File: src/rtl/ulpb_pkg.sv
// Shared definitions for the ULPB node: state encodings, acknowledge pattern,
// default idle length and the width helper used to size counters.
package ulpb_pkg;

  typedef enum logic [3:0] {
    ST_IDLE       = 4'd0,
    ST_REQUEST    = 4'd1,
    ST_ARBITRATE  = 4'd2,
    ST_SEND_DRIVE = 4'd3,
    ST_SEND_LATCH = 4'd4,
    ST_INTERJECT  = 4'd5,
    ST_WAIT_RESET = 4'd6,
    ST_DONE       = 4'd7,
    ST_BACKOFF    = 4'd8
  } ulpb_state_e;

  // Receiver acknowledge as seen on the first two rises after an interjection.
  localparam logic [1:0] ACK_PATTERN = 2'b10;

  localparam int IDLE_CYCLES_DEFAULT = 16;

  // Bits needed to hold values 0..value-1, never less than one.
  function automatic int ulpb_clog2(input int value);
    int r;
    r = 1;
    for (int i = 1; i < 31; i++) begin
      if ((1 << i) < value) r = i + 1;
    end
    return r;
  endfunction

endpackage

File: src/rtl/ulpb_node_tx_bus_clk_edge.sv
// Registers BUS_CLK once and flags its rising and falling edges for the cycle
// in which they are first seen.
module ulpb_bus_clk_edge (
  input  logic CLK,
  input  logic RESET,
  input  logic BUS_CLK,
  output logic rise,
  output logic fall
);

  logic bclk_q;

  // The bus idles high, so start high to avoid a spurious rise after reset.
  always_ff @(posedge CLK or negedge RESET) begin
    if (!RESET) bclk_q <= 1'b1;
    else        bclk_q <= BUS_CLK;
  end

  assign rise = BUS_CLK & ~bclk_q;
  assign fall = ~BUS_CLK & bclk_q;

endmodule

File: src/rtl/ulpb_node_tx.sv
// ULPB ring-bus transmit node: arbitrates, shifts address+data MSB first,
// interjects to end the message. Optional ACK sampling: ULPB_NODE_TX_ACK_EN.
module ulpb_node_tx
  import ulpb_pkg::*;
#(
  parameter int ADDR_WIDTH       = 8,
  parameter int DATA_WIDTH       = 32,
  parameter int INTERJECT_CYCLES = 4,
  parameter int IDLE_CYCLES      = IDLE_CYCLES_DEFAULT
) (
  input  logic                  CLK,
  input  logic                  RESET,
  input  logic                  BUS_CLK,
  input  logic                  DIN,
  output logic                  DOUT,
  input  logic                  TX_REQ,
  input  logic [ADDR_WIDTH-1:0] TX_ADDR,
  input  logic [DATA_WIDTH-1:0] TX_DATA,
  output logic                  TX_DONE,
  output logic                  TX_FAIL,
`ifdef ULPB_NODE_TX_ACK_EN
  output logic                  TX_NAK,
`endif
  output logic [3:0]            test_pt
);

  localparam int MSG_W  = ADDR_WIDTH + DATA_WIDTH;
  localparam int BIT_W  = ulpb_clog2(MSG_W);
  localparam int IDLE_W = ulpb_clog2(IDLE_CYCLES + 1);
  localparam int IJ_W   = ulpb_clog2(INTERJECT_CYCLES);

  ulpb_state_e        state_reg, state_next;
  logic               drive_en_reg, drive_en_next;
  logic               drive_val_reg, drive_val_next;
  logic [MSG_W-1:0]   shift_reg, shift_next;
  logic [BIT_W-1:0]   bit_cnt_reg, bit_cnt_next;
  logic [IJ_W-1:0]    ij_cnt_reg, ij_cnt_next;
  logic [IDLE_W-1:0]  idle_cnt_reg;
  logic               mism_reg;
  logic               fail_reg, fail_next;
  logic               rise, fall, bus_idle, mismatch;
`ifdef ULPB_NODE_TX_ACK_EN
  logic [1:0]         ack_cnt_reg, ack_cnt_next;
  logic [1:0]         ack_bits_reg, ack_bits_next;
  logic               nak_reg, nak_next;
`endif

  ulpb_bus_clk_edge u_edge (
    .CLK     (CLK),
    .RESET   (RESET),
    .BUS_CLK (BUS_CLK),
    .rise    (rise),
    .fall    (fall)
  );

  assign DOUT     = drive_en_reg ? drive_val_reg : DIN;
  assign test_pt  = state_reg;
  assign bus_idle = (idle_cnt_reg == IDLE_W'(IDLE_CYCLES));

  // Upstream disagreeing with our bit while the bus clock is high means a
  // foreign reset is in progress; two consecutive cycles confirm it.
  assign mismatch = ((state_reg == ST_SEND_DRIVE) || (state_reg == ST_SEND_LATCH)) &&
                    BUS_CLK && (DIN != drive_val_reg);

`ifdef ULPB_NODE_TX_ACK_EN
  assign TX_DONE = (state_reg == ST_DONE) && !nak_reg;
  assign TX_NAK  = (state_reg == ST_DONE) && nak_reg;
  assign TX_FAIL = fail_reg || TX_NAK;
`else
  assign TX_DONE = (state_reg == ST_DONE);
  assign TX_FAIL = fail_reg;
`endif

  always_ff @(posedge CLK or negedge RESET) begin
    if (!RESET) begin
      idle_cnt_reg <= '0;
    end else if (BUS_CLK && DIN) begin
      if (!bus_idle) idle_cnt_reg <= idle_cnt_reg + IDLE_W'(1);
    end else begin
      idle_cnt_reg <= '0;
    end
  end

  always_ff @(posedge CLK or negedge RESET) begin
    if (!RESET) begin
      state_reg     <= ST_IDLE;
      drive_en_reg  <= 1'b0;
      drive_val_reg <= 1'b1;
      shift_reg     <= '0;
      bit_cnt_reg   <= '0;
      ij_cnt_reg    <= '0;
      mism_reg      <= 1'b0;
      fail_reg      <= 1'b0;
`ifdef ULPB_NODE_TX_ACK_EN
      ack_cnt_reg   <= '0;
      ack_bits_reg  <= '0;
      nak_reg       <= 1'b0;
`endif
    end else begin
      state_reg     <= state_next;
      drive_en_reg  <= drive_en_next;
      drive_val_reg <= drive_val_next;
      shift_reg     <= shift_next;
      bit_cnt_reg   <= bit_cnt_next;
      ij_cnt_reg    <= ij_cnt_next;
      mism_reg      <= mismatch;
      fail_reg      <= fail_next;
`ifdef ULPB_NODE_TX_ACK_EN
      ack_cnt_reg   <= ack_cnt_next;
      ack_bits_reg  <= ack_bits_next;
      nak_reg       <= nak_next;
`endif
    end
  end

  always_comb begin
    state_next     = state_reg;
    drive_en_next  = drive_en_reg;
    drive_val_next = drive_val_reg;
    shift_next     = shift_reg;
    bit_cnt_next   = bit_cnt_reg;
    ij_cnt_next    = ij_cnt_reg;
    fail_next      = 1'b0;
`ifdef ULPB_NODE_TX_ACK_EN
    ack_cnt_next   = ack_cnt_reg;
    ack_bits_next  = ack_bits_reg;
    nak_next       = nak_reg;
`endif
    case (state_reg)
      ST_IDLE: begin
        if (TX_REQ && bus_idle) begin
          shift_next     = {TX_ADDR, TX_DATA};
          bit_cnt_next   = BIT_W'(MSG_W - 1);
          drive_en_next  = 1'b1;
          drive_val_next = 1'b0;
          state_next     = ST_REQUEST;
        end
      end
      ST_REQUEST: if (fall) state_next = ST_ARBITRATE;
      ST_ARBITRATE: begin
        if (rise) begin
          if (DIN) begin
            state_next = ST_SEND_DRIVE;
          end else begin
            drive_en_next = 1'b0;
            state_next    = ST_BACKOFF;
          end
        end
      end
      ST_SEND_DRIVE: begin
        if (fall) begin
          drive_val_next = shift_reg[MSG_W-1];
          shift_next     = {shift_reg[MSG_W-2:0], 1'b0};
          state_next     = ST_SEND_LATCH;
        end
      end
      ST_SEND_LATCH: begin
        if (rise) begin
          if (bit_cnt_reg == '0) begin
            ij_cnt_next = IJ_W'(INTERJECT_CYCLES - 1);
            state_next  = ST_INTERJECT;
          end else begin
            bit_cnt_next = bit_cnt_reg - BIT_W'(1);
            state_next   = ST_SEND_DRIVE;
          end
        end
      end
      ST_INTERJECT: begin
        drive_val_next = ~drive_val_reg;
        if (ij_cnt_reg == '0) begin
          drive_en_next = 1'b0;
          state_next    = ST_WAIT_RESET;
`ifdef ULPB_NODE_TX_ACK_EN
          ack_cnt_next  = '0;
          ack_bits_next = '0;
`endif
        end else begin
          ij_cnt_next = ij_cnt_reg - IJ_W'(1);
        end
      end
      ST_WAIT_RESET: begin
`ifdef ULPB_NODE_TX_ACK_EN
        if (rise && (ack_cnt_reg != 2'd2)) begin
          ack_bits_next = {ack_bits_reg[0], DIN};
          ack_cnt_next  = ack_cnt_reg + 2'd1;
        end
        // A rise can never coincide with bus_idle, so the sampled bits are final here.
        if (bus_idle) begin
          nak_next   = (ack_cnt_reg != 2'd2) || (ack_bits_reg != ACK_PATTERN);
          state_next = ST_DONE;
        end
`else
        if (bus_idle) state_next = ST_DONE;
`endif
      end
      ST_DONE:    state_next = ST_IDLE;
      ST_BACKOFF: if (bus_idle) state_next = ST_IDLE;
      default:    state_next = ST_IDLE;
    endcase

    if (mismatch && mism_reg) begin
      drive_en_next = 1'b0;
      fail_next     = 1'b1;
      state_next    = ST_BACKOFF;
    end
  end

endmodule

File: config.mk
export PLATFORM = sky130hd
export DESIGN_NAME = ulpb_node_tx
export DESIGN_NICKNAME = d
export VERILOG_FILES = /design/src/rtl/ulpb_pkg.sv /design/src/rtl/ulpb_node_tx_bus_clk_edge.sv /design/src/rtl/ulpb_node_tx.sv
export SDC_FILE = /design/constraint.sdc
export NUM_CORES = 1
export LEC_CHECK = 0
export ABC_AREA = 1
export CAP_MARGIN = 20
export CORE_ASPECT_RATIO = 0.75
export CORE_UTILIZATION = 53
export CTS_CLUSTER_SIZE = 28
export DETAILED_ROUTE_END_ITERATION = 10
export MAX_ROUTING_LAYER = met4
export PLACE_DENSITY = 0.86
export REMOVE_ABC_BUFFERS = 1
export SLEW_MARGIN = 10
export SYNTH_ARGS = -nofsm -noshare
export SYNTH_HDL_FRONTEND = slang
export SYNTH_SLANG_ARGS = --single-unit
export TNS_END_PERCENT = 1
File: constraint.sdc
create_clock -name CLK -period 1.6 [get_ports CLK]
set_input_delay 0.16 -clock CLK [delete_from_list [all_inputs] [get_ports CLK]]
set_output_delay 0.16 -clock CLK [all_outputs]
set_load 0.005 [all_outputs]
==> impl_results.md <==
- CP cell instances: nor2_4 > nand2_4 > o21ai_4 > nand2_4 > clkbuf_16 > nand2_1 > o21ai_1
- Slowest-stage cell, CP: dfrtp_2
- Worst hold path type: input port to asynchronous set/reset pin
- Initial Util: 55.3%
- Power share of the clock group: 16.7%
- Most frequent cells in the layout: nand2_1, dfrtp_1, clkdlybuf4s50_1
- Logic pwr share: 47.8%
- Setup violations, final: 36
- Die H: roughly 70 um
- Cells after synthesis: ~370
- Slew HR: roughly four fifths
- Detailed Place HPWL: roughly 4700 um
- CP Max Fanout: 10
- RSZ-0062 raised after global routing: true
- Max incr delay on CP: between 0.4 and 0.5 ns
- Clk sinks: a little over 60
- Adder-Cell Fraction of Synth Area: approximately 1.6%
- Cell Int Power: around 4.4 mW
- # fillers: around 400
- GR peak layer: met2
- Register area share after synthesis: between 40% and 50%
- Crit path kind: flip-flop to flip-flop
- Routed wirelength normalized by instance count: between 15 and 20 um
- CORE AREA: about 6000 um2
- Pwr per Cell Area: approximately 1700 nW/um2
- P_leak: around 2.3 nW
- CTS tree: yes
- Fin. max-slew vios: 0
- Reg clk slew, reported paths: 0.07 ns
- Drt total wl: 8400 um
- Mean cell area of the mapped netlist: 8.76 um2
- Final worst slack: -0.0679 ns
- Largest net degree at the start of global routing: 59
- Antenna viol nets, final: 0
- Final Skew: approximately 0.012 ns
- Worst Max-Slew Pin Slew: roughly 0.28 ns
- Num CTS Buffers: 9
- Mux contribution to synthesized area: about 12%
- WP data arrival: between 1.5 and 2 ns
- Gr usage total: a little under a quarter
- Cell taking the most area after synthesis: dfrtp_1
- Antenna cells: 0
- DR iter-0 viols: roughly 180
- Die width: approximately 92 um
- FP Rows: 24
- Final net count: 493
- Vias in the first global route: 2520
- Post-synthesis simple-gate area fraction: approximately 22%
- Final GP Congestion: just under 0.9
- H-tree levels: 3
- Mapped cell area: around 3200 um2
- Xor-xnor portion of the synthesized cell area: 1.09%
- Layout cells sized above 1: 25.4%
- Startpoint Class: flip-flop
- DIE AREA: 6400 um2
- Finished Core Util: a little under 80%
- Fmax: between 500 and 600 MHz
- Synth cell types: 27
- Port Buffers: a little over 50
- Max clock buf depth: 2
- VDD IR-drop max: around 0.79 mV
- Final min period: roughly 1.7 ns
- Met2 Use GR: between 30% and 40%
- Vias: between 2000 and 3000
- DRC: 0
- GRT met1 Usage: a little under a third
- Violated checks: setup timing
- Synth Area in Compound Gates: around a tenth
- Commonest non-fill, non-tap cell in the layout: nand2_1
- Global-route wire length before repair: roughly 11000 um
- Required time worst endpoint: about 1.8 ns
- Critical Path End Type: flip-flop
- Layout area overhead: 39.5%
- Sw frac: 40.9%
- Largest family of logic cells by synthesized area: simple AND/OR/NAND/NOR gates
- Setup TNS: -0.936 ns
- Clk Latency, worst-skew pair: about 0.35 ns
- Register bit count reported by yosys: 62
- Synth area leaders: dfrtp_1, mux2i_1, nand2_1
- Drt via density: between 5 and 6
- Sequential power share: roughly 35%
- MaxCap Viol Count: 0
- Ys Warns: 0
- Met3 Use GR: between 6 and 7%
- Number of flip-flops under the largest register name: 40
- Overflow after GRT: 0
- Top-area cell type share of the netlist area: a little under half
- 1st-pass router iterations: 7
- CTS root buf: clkbuf_8
- Most frequent CP cell: nand2_4
- Status: finished, violations left
- Final period util: 104%
- P_sw: between 3 and 4 mW
- Initial antenna violation count: 0
- I/O pin count: 52
- Final Hold Vio Count: 0
==> per-stage QoR <==
step	hold WS (ns)	std cells	worst slack, ns	cell area [um2]	power, mW
after global routing	0.159	526	-0.133	4490	7.97
after detailed placement	-0.00875	497	0.000436	3890	5.37
final	0.158	526	-0.0679	4490	7.52
after floorplan	-0.136	356	-0.682	3150	4.46
after global placement	-0.0128	497	0.0227	3890	5.23
after CTS	0.143	513	0.000637	4080	6.63
==> kinds of logic (layout without fill, tap and decap cells) <==
kind of cell | Yosys count | after routing
buffers and inverters | 42 | 120
AO/OA/AOI/OAI | 59 | 60
multiplexers | 39 | 39
XOR/XNOR | 4 | 4
flip-flops | 62 | 62
AND/OR/NAND/NOR | 158 | 159
adder cells (fa/ha/maj) | 4 | 4
==> per-layer routing <==
layer / up-vias / part of all wire (%)
met5: - / 0
met4: 0 / 1.8
met3: 18 / 5.9
met2: 107 / 50
met1: 1389 / 42
li1: 1369 / -
==> timing repair <==
| action | in CTS | in global routing |
|---|---|---|
| buffers inserted | 0 | 1 |
| hold endpoints to repair | 60 | 0 |
| pin swaps | 0 | 5 |
| gates cloned | 0 | 12 |
| resized for setup | 4 | 60 |
| hold buffers | 1 | 0 |
| endpoints found under the setup margin | 2 | 55 |
==> critical path: cells and delay by family (launching register included) <==
family | cells | cell delay (ns)
buffers and inverters | 1 | 0.20
AOI/OAI and AO/OA | 2 | 0.33
DFF | 1 | 0.47
and+or+nand+nor | 4 | 0.54
==> power by group through the flow <==
stage	logic [mW]	clock network [mW]	registers, mW
floorplan	1.97	0	2.50
global placement	2.67	0	2.55
detailed placement	2.78	0	2.59
CTS	2.78	1.28	2.57
global route	3.91	1.34	2.72
finish	3.60	1.26	2.66
==> path summary, 6_finish.rpt <==
path,endpoint,cells after the start,slack (ns),startpoint
max,shift_reg[7]$_DFFE_PN0P_,7,-0.07,test_pt[1]$_DFFE_PN0P_
min,shift_reg[11]$_DFFE_PN0P_,2,0.16,RESET
max reg2reg,shift_reg[7]$_DFFE_PN0P_,7,-0.07,test_pt[1]$_DFFE_PN0P_
min reg2reg,bit_cnt_reg[0]$_DFFE_PN0P_,2,0.49,bit_cnt_reg[0]$_DFFE_PN0P_
max in group asynchronous,u_edge.bclk_q$_DFF_PN1_,3,0.84,RESET
min in group CLK,u_edge.bclk_q$_DFF_PN1_,1,0.34,BUS_CLK
==> final cells by class <==
type | count | area (um2) | area share [%]
clock buffer | 11 | 151 | 3.37
clock inverter | 4 | 22.5 | 0.501
inverter | 30 | 114 | 2.53
multi-input combinational | 266 | 1710 | 38.0
sequential | 62 | 1560 | 34.6
tap | 78 | 97.6 | 2.17
timing repair buffer | 75 | 846 | 18.8
==> cell usage after synthesis, drive strengths merged <==
master / instances
a21oi: 5
buf: 12
clkinv: 1
dfrtp: 60
dfstp: 2
ha: 4
inv: 29
mux2i: 39
nand2: 105
nand3: 24
nand3b: 1
nand4: 3
nor2: 21
nor3: 2
o21ai: 54
or2: 2
xnor2: 2
xor2: 2
No activity file was read; power rests on OpenSTA's default activity.
